## src/rtl/rng_request_arbiter_if.sv

```systemverilog
// Bus between the RNG arbiter, its requesters and the shared RNG core.
// The slave modport is the arbiter itself. The master modport is the
// environment side: the requesters plus the RNG core.
interface rng_request_arbiter_if #(
    parameter int N_REQ  = 4,
    parameter int DATA_W = 8
);
    logic [N_REQ-1:0]  req_i;
    logic [N_REQ-1:0]  gnt_o;
    logic              rng_req_o;
    logic              rng_valid_i;
    logic [DATA_W-1:0] rng_data_i;
    logic [DATA_W-1:0] data_o;
    logic [N_REQ-1:0]  ack_o;
    logic              busy_o;
    logic              timeout_o;

    modport slave (
        input  req_i, rng_valid_i, rng_data_i,
        output gnt_o, rng_req_o, data_o, ack_o, busy_o, timeout_o
    );

    modport master (
        output req_i, rng_valid_i, rng_data_i,
        input  gnt_o, rng_req_o, data_o, ack_o, busy_o, timeout_o
    );
endinterface

```

## src/rtl/rng_request_arbiter.sv

```systemverilog
// Round-robin arbiter that shares one RNG core between N_REQ requesters.
// Each transaction follows the sequence IDLE -> ISSUE -> WAIT -> ACK -> IDLE.
// A watchdog in WAIT aborts the transaction back to IDLE when the RNG
// does not answer in time.
module rng_request_arbiter #(
    parameter int N_REQ   = 4,
    parameter int DATA_W  = 8,
    parameter int TIMEOUT = 15
) (
    input logic                   clk_arb_i,
    input logic                   rst_arb_i,
    rng_request_arbiter_if.slave  bus
);
    localparam int PTR_W = $clog2(N_REQ);
    localparam int CNT_W = 8;
    localparam logic [CNT_W-1:0] CNT_LAST = CNT_W'(TIMEOUT - 1);
    localparam logic [PTR_W-1:0] PTR_MAX  = PTR_W'(N_REQ - 1);

    typedef enum logic [1:0] {IDLE, ISSUE, WAIT, ACK} state_t;

    state_t            state, state_nxt;
    logic [PTR_W-1:0]  ptr;
    logic [PTR_W-1:0]  winner;
    logic [PTR_W-1:0]  pick;
    logic              pick_vld;
    logic [PTR_W-1:0]  ptr_inc;
    logic [CNT_W-1:0]  cnt;
    logic [N_REQ-1:0]  gnt;
    logic [DATA_W-1:0] data;
    logic              timeout;

    // Round-robin pick: the first pending request found when scanning from ptr
    // upward with wrap-around. The scan runs from the farthest offset down to
    // the nearest, so the nearest pending request is the one that sticks.
    always_comb begin
        logic [PTR_W-1:0] idx;
        idx      = '0;
        pick     = '0;
        pick_vld = 1'b0;
        for (int i = N_REQ - 1; i >= 0; i--) begin
            idx = PTR_W'((int'(ptr) + i) % N_REQ);
            if (bus.req_i[idx]) begin
                pick     = idx;
                pick_vld = 1'b1;
            end
        end
    end

    // The slot after the winner gets top priority next time, so the winner
    // drops to the lowest priority.
    assign ptr_inc = (winner == PTR_MAX) ? '0 : winner + 1'b1;

    // State register
    always_ff @(posedge clk_arb_i) begin
        if (rst_arb_i) state <= IDLE;
        else           state <= state_nxt;
    end

    // Next-state decode
    always_comb begin
        state_nxt = state;
        case (state)
            IDLE:    if (pick_vld) state_nxt = ISSUE;
            ISSUE:   state_nxt = WAIT;
            WAIT: begin
                if (bus.rng_valid_i)    state_nxt = ACK;
                else if (cnt == CNT_LAST) state_nxt = IDLE;
            end
            ACK:     state_nxt = IDLE;
            default: state_nxt = IDLE;
        endcase
    end

    // Registered datapath: the grant, the pointer, the watchdog counter,
    // the delivered word and the abort pulse.
    // A reset drops an in-flight transaction without any ack or abort pulse.
    always_ff @(posedge clk_arb_i) begin
        if (rst_arb_i) begin
            ptr     <= '0;
            winner  <= '0;
            cnt     <= '0;
            gnt     <= '0;
            data    <= '0;
            timeout <= 1'b0;
        end else begin
            timeout <= 1'b0;
            case (state)
                IDLE: begin
                    if (pick_vld) begin
                        winner <= pick;
                        gnt    <= {{(N_REQ-1){1'b0}}, 1'b1} << pick;
                    end
                end
                ISSUE: cnt <= '0;
                WAIT: begin
                    if (bus.rng_valid_i) begin
                        data <= bus.rng_data_i;
                    end else if (cnt == CNT_LAST) begin
                        timeout <= 1'b1;
                        ptr     <= ptr_inc;
                        gnt     <= '0;
                    end else begin
                        cnt <= cnt + 1'b1;
                    end
                end
                ACK: begin
                    ptr <= ptr_inc;
                    gnt <= '0;
                end
                default: ;
            endcase
        end
    end

    // Outputs decoded from the state register. The registered ones pass straight through.
    always_comb begin
        bus.rng_req_o = (state == ISSUE);
        bus.ack_o     = (state == ACK) ? gnt : '0;
        bus.busy_o    = (state != IDLE);
        bus.gnt_o     = gnt;
        bus.data_o    = data;
        bus.timeout_o = timeout;
    end
endmodule

```

## src/flat_wrapper.sv

```systemverilog
// flat-port wrapper written by rule: the top's interface ports become plain ports
module rng_request_arbiter_flat 
#(
    parameter int N_REQ   = 4,
    parameter int DATA_W  = 8,
    parameter int TIMEOUT = 15
)
  (clk_arb_i, rst_arb_i, bus_req_i, bus_rng_valid_i, bus_rng_data_i, bus_gnt_o, bus_rng_req_o, bus_data_o, bus_ack_o, bus_busy_o, bus_timeout_o);
  rng_request_arbiter_if #(.N_REQ(N_REQ), .DATA_W(DATA_W)) bus_i ();
  input logic clk_arb_i;
  input logic rst_arb_i;
  input wire logic [$bits(bus_i.req_i)-1:0] bus_req_i;
  input wire logic [$bits(bus_i.rng_valid_i)-1:0] bus_rng_valid_i;
  input wire logic [$bits(bus_i.rng_data_i)-1:0] bus_rng_data_i;
  output wire logic [$bits(bus_i.gnt_o)-1:0] bus_gnt_o;
  output wire logic [$bits(bus_i.rng_req_o)-1:0] bus_rng_req_o;
  output wire logic [$bits(bus_i.data_o)-1:0] bus_data_o;
  output wire logic [$bits(bus_i.ack_o)-1:0] bus_ack_o;
  output wire logic [$bits(bus_i.busy_o)-1:0] bus_busy_o;
  output wire logic [$bits(bus_i.timeout_o)-1:0] bus_timeout_o;
  assign bus_i.req_i = bus_req_i;
  assign bus_i.rng_valid_i = bus_rng_valid_i;
  assign bus_i.rng_data_i = bus_rng_data_i;
  assign bus_gnt_o = bus_i.gnt_o;
  assign bus_rng_req_o = bus_i.rng_req_o;
  assign bus_data_o = bus_i.data_o;
  assign bus_ack_o = bus_i.ack_o;
  assign bus_busy_o = bus_i.busy_o;
  assign bus_timeout_o = bus_i.timeout_o;
  rng_request_arbiter #(.N_REQ(N_REQ), .DATA_W(DATA_W), .TIMEOUT(TIMEOUT)) u_core (.clk_arb_i(clk_arb_i), .rst_arb_i(rst_arb_i), .bus(bus_i));
endmodule
```

## config.mk

```make
export PLATFORM = sky130hd
export DESIGN_NAME = rng_request_arbiter_flat
export DESIGN_NICKNAME = d
export VERILOG_FILES = /design/src/rtl/rng_request_arbiter_if.sv /design/src/rtl/rng_request_arbiter.sv /design/src/flat_wrapper.sv
export SDC_FILE = /design/constraint.sdc
export NUM_CORES = 1
export LEC_CHECK = 0
export ABC_AREA = 1
export CAP_MARGIN = 20
export CORE_ASPECT_RATIO = 0.6
export CORE_MARGIN = 2
export CORE_UTILIZATION = 50
export CTS_CLUSTER_DIAMETER = 60
export DETAILED_ROUTE_END_ITERATION = 8
export PLACE_DENSITY = 0.79
export SKIP_CTS_REPAIR_TIMING = 1
export SLEW_MARGIN = 20
export SYNTH_ARGS = -nofsm -noshare
export SYNTH_HDL_FRONTEND = slang
export SYNTH_SLANG_ARGS = --single-unit
```

## constraint.sdc

```tcl
create_clock -name clk_arb_i -period 1.75 [get_ports clk_arb_i]
set_clock_uncertainty 0.2 [all_clocks]
set_input_delay 0.175 -clock clk_arb_i [delete_from_list [all_inputs] [get_ports clk_arb_i]]
set_output_delay 0.175 -clock clk_arb_i [all_outputs]
set_load 0.03 [all_outputs]
```

# == Yosys cells after proc, flatten, opt, wreduce, memory -nomap -nowiden ==
# Cells that the tools add are included.
# classes
n_reduce_logical,12
muxes,33
addsub,5
magnitude_cmp,4
n_eq_ne,10
n_shift,1
bitwise_logic,1
# ops
operator,count
$mux W2,10
$mux W4,4
$mux W8,2
$pmux W8 S2,1
$lt A2 B3 Y1 const B,4
$pmux W4 S3,1
$mux W1,9
$add A8 B1 Y8 const B,1
$bmux W1 S2,4
$eq A8 B4 Y1 const B,1
$pmux W2 S4,1
$eq A2 B2 Y1 const B,3
$reduce_and A2 Y1,3
$reduce_and A3 Y1,2
$reduce_bool A2 Y1,3
$add A2 B1 Y2 const B,2
$add A2 B2 Y2 const B,2
$ne A2 B1 Y1 const B,2
$ne A2 B2 Y1 const B,2
$pmux W2 S2,1
$reduce_and A4 Y1,1
$shl A1 B2 Y4 const A,1
$ne A3 B2 Y1 const B,1
$reduce_bool A3 Y1,1
4 further kinds,4
# totals
reg_bits,27
out_inout_bits,19
in_bits,15

# == Logic depth before layout (Yosys ltp) ==
# Gate-level depths: netlist of the first run.
# depth
ltp_word,10
ltp_mapped,13

# == Worst setup path after synthesis of the first run ==
# No wires, ideal clock.
# synth_path
path_type,flip-flop to flip-flop
from,reg u_core.state[0]
to,reg u_core.cnt[3]
period_less_slack_ns,1.813
n_path_buf,0
arrival_ns,1.498
path_stages_with_launch,8
path_slack_ns,-0.063
setup_time_ns,0.115
required_time_ns,1.435
path_cell_list,dfxtp_1 inv_1 nor2_1 nor2_4 inv_2 nand2_1 o21ai_1 nor2_1
# synth_via
elab_chain_cells,3
word_cells_on_any_way,7
# synth_lines
item,line,source
start: declaration,rng_request_arbiter.sv:21,"state_t state, state_nxt;"
start signal: assignment,rng_request_arbiter.sv:56,else state <= state_nxt;
$eq A2 B1 Y1 (*),-,
net bus_rng_req_o,flat_wrapper.sv:16,output wire logic [$bits(bus_i.rng_req_o)-1:0] bus_rng_req_o;
$reduce_bool A2 Y1 (no source line),-,
$reduce_and A3 Y1 (no source line),-,
end signal: assignment,rng_request_arbiter.sv:103,cnt <= cnt + 1'b1;
end: declaration,rng_request_arbiter.sv:27,logic [CNT_W-1:0] cnt;
# Mark *: on every way through the listed nets, which the timed path passes. The rest lies on a longest branch.
# A chain may end at the register's enable or synchronous reset.

# == Worst setup path in the final report of the first run ==
# layout_path
from,reg u_core.cnt[0]
to,reg u_core.cnt[1]
# layout_via
elab_chain_cells,4
word_cells_on_any_way,7
# layout_lines
item,line,source
$add A8 B1 Y8,rng_request_arbiter.sv:103,
$mux W8,rng_request_arbiter.sv:98,end else if (cnt == CNT_LAST) begin
$mux W8,rng_request_arbiter.sv:96,if (bus.rng_valid_i) begin
$pmux W8 S2,rng_request_arbiter.sv:87,case (state)
# Several ways; a longest one is shown, not always the timed one. The select of a mux whose other input is x is not followed.

==> results of run 1 <==
## layer usage
layer	up-vias	GRT usage, %	routed length, µm
met5	-	0	0
met4	0	3.21	72
met3	10	6.13	363
met2	70	31.8	1830
met1	771	33.0	2040
li1	825	-	-
## power groups by stage
stage	sequential, µW	clock [µW]	combinational, µW
floorplan	737	0	301
global placement	703	0	532
detailed placement	703	0	539
CTS	691	377	543
global route	701	397	680
finish	697	375	634
## area by class of cell
class | instances | area, µm² | area share (%)
multi-input cells | 163 | 973 | 43.5
inverters | 29 | 124 | 5.53
repair buffers | 54 | 492 | 22.0
flip-flops and latches | 27 | 549 | 24.5
well taps | 42 | 52.6 | 2.35
clock inverters | 1 | 7.51 | 0.335
clock buffers | 3 | 41.3 | 1.84
## critical path, cell delays in order (launching register included)
cell     delay [ns]
dfxtp_2        0.34
inv_2          0.04
ha_2           0.17
nand2_2        0.07
nor2_4         0.05
nor3_4         0.26
inv_2          0.11
or2_1          0.24
a21oi_1        0.17
## registers in the layout, indices dropped and copies added (netlist names)
register              cells
u_core.ptr                2
u_core.state              2
u_core.bus.timeout_o      1
u_core.winner             2
u_core.bus.data_o         8
u_core.bus.gnt_o          4
u_core.cnt                8
## per-stage QoR
stage	setup TNS [ns]	hold slack [ns]	power (µW)
2_1_floorplan	0	0.143	1040
5_1_grt	-0.245	0.275	1780
3_5_place_dp	-0.704	0.254	1240
3_3_place_gp	-0.513	0.249	1230
4_1_cts	-0.361	0.257	1610
6_report	0	0.260	1710
## cells in the final DEF, fill, tap and decap left out, drive strengths merged, types with 4 or more instances in the layout
master,count
dfxtp,27
dlymetal6s2s,5
nand3,21
inv,28
nor2,22
a21oi,26
nand2,69
buf,26
nand4,4
o21ai,8
clkdlybuf4s50,23
## worst paths after layout
check                                          from                           endpoint  slack, ns  cells past startpoint
setup / recovery         u_core.cnt[0]$_SDFFE_PP0P_         u_core.cnt[1]$_SDFFE_PP0P_       0.01                      8
hold / removal                    bus_rng_data_i[0]  u_core.bus.data_o[0]$_SDFFE_PP0P_       0.26                      3
setup reg to reg         u_core.cnt[0]$_SDFFE_PP0P_         u_core.cnt[1]$_SDFFE_PP0P_       0.01                      8
hold reg to reg   u_core.bus.data_o[6]$_SDFFE_PP0P_  u_core.bus.data_o[6]$_SDFFE_PP0P_       0.26                      2
## logic make-up after synthesis
| kind of cell | synth area share (%) |
|---|---|
| and+or+nand+nor | 37.8 |
| buffers and inverters | 9.63 |
| AOI/OAI and AO/OA | 12.5 |
| DFF | 35.9 |
| xor gates and xnor gates | 1.74 |
| adders and majority gates | 2.49 |
==> flow_metrics.tcl, run 1 <==
set metrics [dict create \
    fmax_mhz 576 \
    drtIter0Drc 170 \
    maxCapViolCount 0 \
    path_max_fanout 4 \
    grt_antenna_before_repair 0 \
    n_antenna_cell 0 \
    post-route-min-period_ns 1.74 \
    pre_cts_slack_ns -0.154 \
    switching_share_pct 37.3 \
    h-tree-depth 1 \
    synth.avg_cell_area_um2 6.70 \
    netlist_instances 225 \
    yosysSeqAreaShare_pct 35.9 \
    peakVddDrop_mv 0.436 \
    core-area_um2 2870 \
    synth.distinct_cells 29 \
    hold_violations 0 \
    cts-root-buf "clkbuf_8" \
    crit_arrival_ns 1.74 \
    first_global_vias 1281 \
    io_pins 34 \
    synthTopCellsByCount "64 x nand2_1, 27 x dfxtp_1, 23 x a21oi_1" \
    post_drt_wl_per_cell_um 13.5 \
    grt_pass1_wl_um 5710 \
    clock_sinks 27 \
    firstDrtPassIters 4 \
    postPlaceCellArea_um2 2000 \
    dp_cells 314 \
    final-setup-viol-count 0 \
    hold_path.class "in -> reg" \
    grt-ovfl-total 0 \
    clockPowerShare_pct 22.0 \
    synth_ff_type "dfxtp_1" \
    vias 1676 \
    die_y_um 46.5 \
    startpoint_type "flop" \
    insertion_delay_ns 0.28 \
    synth_top_area_share_pct 35.9 \
    seqPwrFrac_pct 40.8 \
    final_util_pct 78.0 \
    synth_warnings 0 \
    cts_tree "done" \
    ant_nets 0 \
    chipWidth_um 74.9 \
    worst_pin_slew_ns 0.393 \
    numCtsBuffers 3 \
    grt_max_degree 17 \
    grt_usage_pct 22.0 \
    syn_nets 243 \
    fillers 191 \
    required_ns 1.75 \
    initial_utilization_pct 52.5 \
    gp_congestion 0.841 \
    port_buffers 33 \
    fin_nets 296 \
    worstSetupPathType "reg -> reg" \
    setup_ws_ns 0.0144 \
    maxSlewHeadroom_pct 73.7 \
    p_leak_uw 0.000992 \
    drc 0 \
    cp-end-kind "flop" \
    status "complete, no violations" \
    p_int_uw 1070 \
    drive_gt1_share_pct 30.3 \
    drt-total-wl_um 4300 \
    place.detailed.hpwl_um 2860 \
    pwr_density_cell_nw_per_um2 762 \
    combPwrFrac_pct 37.2 \
    ys_ff_latch 27 \
    synth.most_common_cell "nand2_1" \
    rsz0062_at_grt "yes" \
    synth.top_cells.by_area "dfxtp_1 36%, nand2_1 16%, a21oi_1 7.6%, nand3_1 6.6%, inv_1 5.5%" \
    p_switching_uw 637 \
    syn_area_um2 1510 \
    drv_slew 0 \
    clk_pin_slew_ns 0.10 \
    yosysTopAreaCell "dfxtp_1" \
    async_reset_ff_share_pct 0 \
    area_growth_pct 48.5 \
    viasPerCell 5.25 \
    stdcell_count 319 \
    fp-row-count 15 \
    finalInstanceArea_um2 2240 \
    period_share_pct 99.2 \
    synth_edf_count 0 \
    dieArea_um2 3490 \
    cts_buffer_depth 2 \
]
Power figures use the tool's default switching activity.
==> inputs of run 2 (changes only) <==
--- a/config.mk
+++ b/config.mk
@@ -7,7 +7,7 @@
 export LEC_CHECK = 0
 export ABC_AREA = 1
 export CAP_MARGIN = 20
-export CORE_ASPECT_RATIO = 0.6
+export CORE_ASPECT_RATIO = 1.5
 export CORE_MARGIN = 2
 export CORE_UTILIZATION = 50
 export CTS_CLUSTER_DIAMETER = 60
==> run 2 against run 1 <==
Setup slack improved by 0.023 ns. Hold slack improved by 0.0040 ns. Combinational power up 1%. Final area up 0.73%. Flip-flop and latch count is the same. Cell count decreased by 0.94%. Sequential share of layout area fell by 0.29 points. First-iteration DRC count fell by 85%. Critical path type unchanged. Critical endpoint is now u_core.bus.gnt_o[0]$_SDFFE_PP0P_. Largest cell class unchanged. Largest power group unchanged.
==> flow_metrics.tcl, run 2 (synthesis results as in run 1) <==
set metrics [dict create \
    status "complete, no violations" \
    vias 1614 \
    area_growth_pct 49.6 \
    die_y_um 71.3 \
    place.detailed.hpwl_um 2890 \
    n_antenna_cell 0 \
    clock_sinks 27 \
    core-area_um2 2880 \
    drv_slew 0 \
    post_drt_wl_per_cell_um 13.2 \
    finalInstanceArea_um2 2260 \
    grt-ovfl-total 0 \
    fillers 230 \
    hold_path.class "reg -> reg" \
    dieArea_um2 3480 \
    pwr_density_cell_nw_per_um2 749 \
    stdcell_count 316 \
    timing.hold.ws_ns 0.264 \
    fin_nets 296 \
    required_ns 1.77 \
    p_switching_uw 606 \
    ant_nets 0 \
    insertion_delay_ns 0.28 \
    worst_pin_slew_ns 0.328 \
    grt_pass1_wl_um 6270 \
    dp_cells 307 \
    clockPowerShare_pct 21.3 \
    post-route-min-period_ns 1.71 \
    h-tree-depth 1 \
    switching_share_pct 35.9 \
    drc 0 \
    io_pins 34 \
    final_common_cell "nand2_1" \
    worstSetupPathType "reg -> reg" \
    crit_arrival_ns 1.74 \
    viasPerCell 5.11 \
    multi_input_area_um2 988 \
    final-setup-viol-count 0 \
    cts_tree "done" \
    drtIter0Drc 26 \
    final_util_pct 78.3 \
    numCtsBuffers 3 \
    cp-end-kind "flop" \
    peakVddDrop_mv 0.549 \
    gp_congestion 0.763 \
    hold_violations 0 \
    maxCapViolCount 0 \
    seqPwrFrac_pct 40.7 \
    grt_max_degree 16 \
    first_global_vias 1490 \
    drt-total-wl_um 4180 \
    cts-root-buf "clkbuf_8" \
    port_buffers 33 \
    regArea_um2 547 \
    fmax_mhz 584 \
    rsz0062_at_grt "yes" \
    p_int_uw 1080 \
    final_cell_mix "47 x nand2_1, 25 x clkdlybuf4s50_1, 24 x dfxtp_1, 23 x buf_4, 22 x a21oi_1" \
    firstDrtPassIters 4 \
    period_share_pct 97.9 \
    p_leak_uw 0.000952 \
    postPlaceCellArea_um2 1980 \
    fp-row-count 24 \
    grt_antenna_before_repair 0 \
    combPwrFrac_pct 38.0 \
    chipWidth_um 48.8 \
    path_max_fanout 5 \
    cts_buffer_depth 2 \
    maxSlewHeadroom_pct 78.1 \
    grt_usage_pct 22.5 \
    startpoint_type "flop" \
    drive_gt1_share_pct 29.2 \
    initial_utilization_pct 52.3 \
    clk_pin_slew_ns 0.09 \
]
[run 2: cell types whose count changed in the layout (fill, tap and decap cells not counted), moves of 2 or more]
cell	previous run	this run
nand3_2	6	1
nand3_1	15	19
clkdlybuf4s50_1	23	25
buf_4	25	23
o21ai_1	3	1
dfxtp_1	22	24
dfxtp_2	4	2
dlymetal6s2s_1	5	3
[run 2: worst max-delay path, cell delays in order (launching register included)]
cell and delay, ns:
dfxtp_4 0.36, buf_12 0.13, nand2_1 0.11, o21ai_4 0.07
buf_6 0.12, nor2_4 0.16, inv_2 0.05, nand2_1 0.07
nand2_2 0.07, nand2_2 0.08, nand3_1 0.09, a21oi_2 0.12
[run 2: stage by stage]
step | TNS, ns | total power (µW) | worst slack [ns]
after floorplan | 0 | 1040 | 0.151
after global placement | -0.346 | 1230 | -0.0770
after detailed placement | -0.494 | 1240 | -0.118
after CTS | -0.228 | 1580 | -0.228
after global routing | -0.285 | 1760 | -0.0578
final | 0 | 1690 | 0.0372
[run 2: power groups by stage]
stage	clock [µW]	combinational [µW]	sequential (µW)
after floorplan	0	301	737
after global placement	0	534	697
after detailed placement	0	541	699
after CTS	353	544	685
after global routing	370	697	692
final	359	642	688
[run 2: path summary, 6_finish.rpt]
| path | from | to | slack, ns | cells after the start |
|---|---|---|---|---|
| worst max-delay path | u_core.ptr[0]$_SDFFE_PP0P_ | u_core.bus.gnt_o[0]$_SDFFE_PP0P_ | 0.04 | 11 |
| worst min-delay path | u_core.bus.data_o[5]$_SDFFE_PP0P_ | u_core.bus.data_o[5]$_SDFFE_PP0P_ | 0.26 | 2 |
| worst max register to register | u_core.ptr[0]$_SDFFE_PP0P_ | u_core.bus.gnt_o[0]$_SDFFE_PP0P_ | 0.04 | 11 |
| worst min register to register | u_core.bus.data_o[5]$_SDFFE_PP0P_ | u_core.bus.data_o[5]$_SDFFE_PP0P_ | 0.26 | 2 |
[run 2: area by class of cell]
type | instances | share of cell area (%)
tap | 39 | 2.16
timing repair buffer | 54 | 22.3
sequential | 27 | 24.2
clock buffer | 4 | 2.00
inverter | 29 | 5.49
multi-input combinational | 163 | 43.8
[run 2: layer usage]
layer  wire length, µm  track usage [%]  vias up
li1                  -                -      829
met1              1530             23.4      754
met2              2490             44.9       25
met4                73             9.52        0
met3                77             1.88        6
met5                 0                0        -
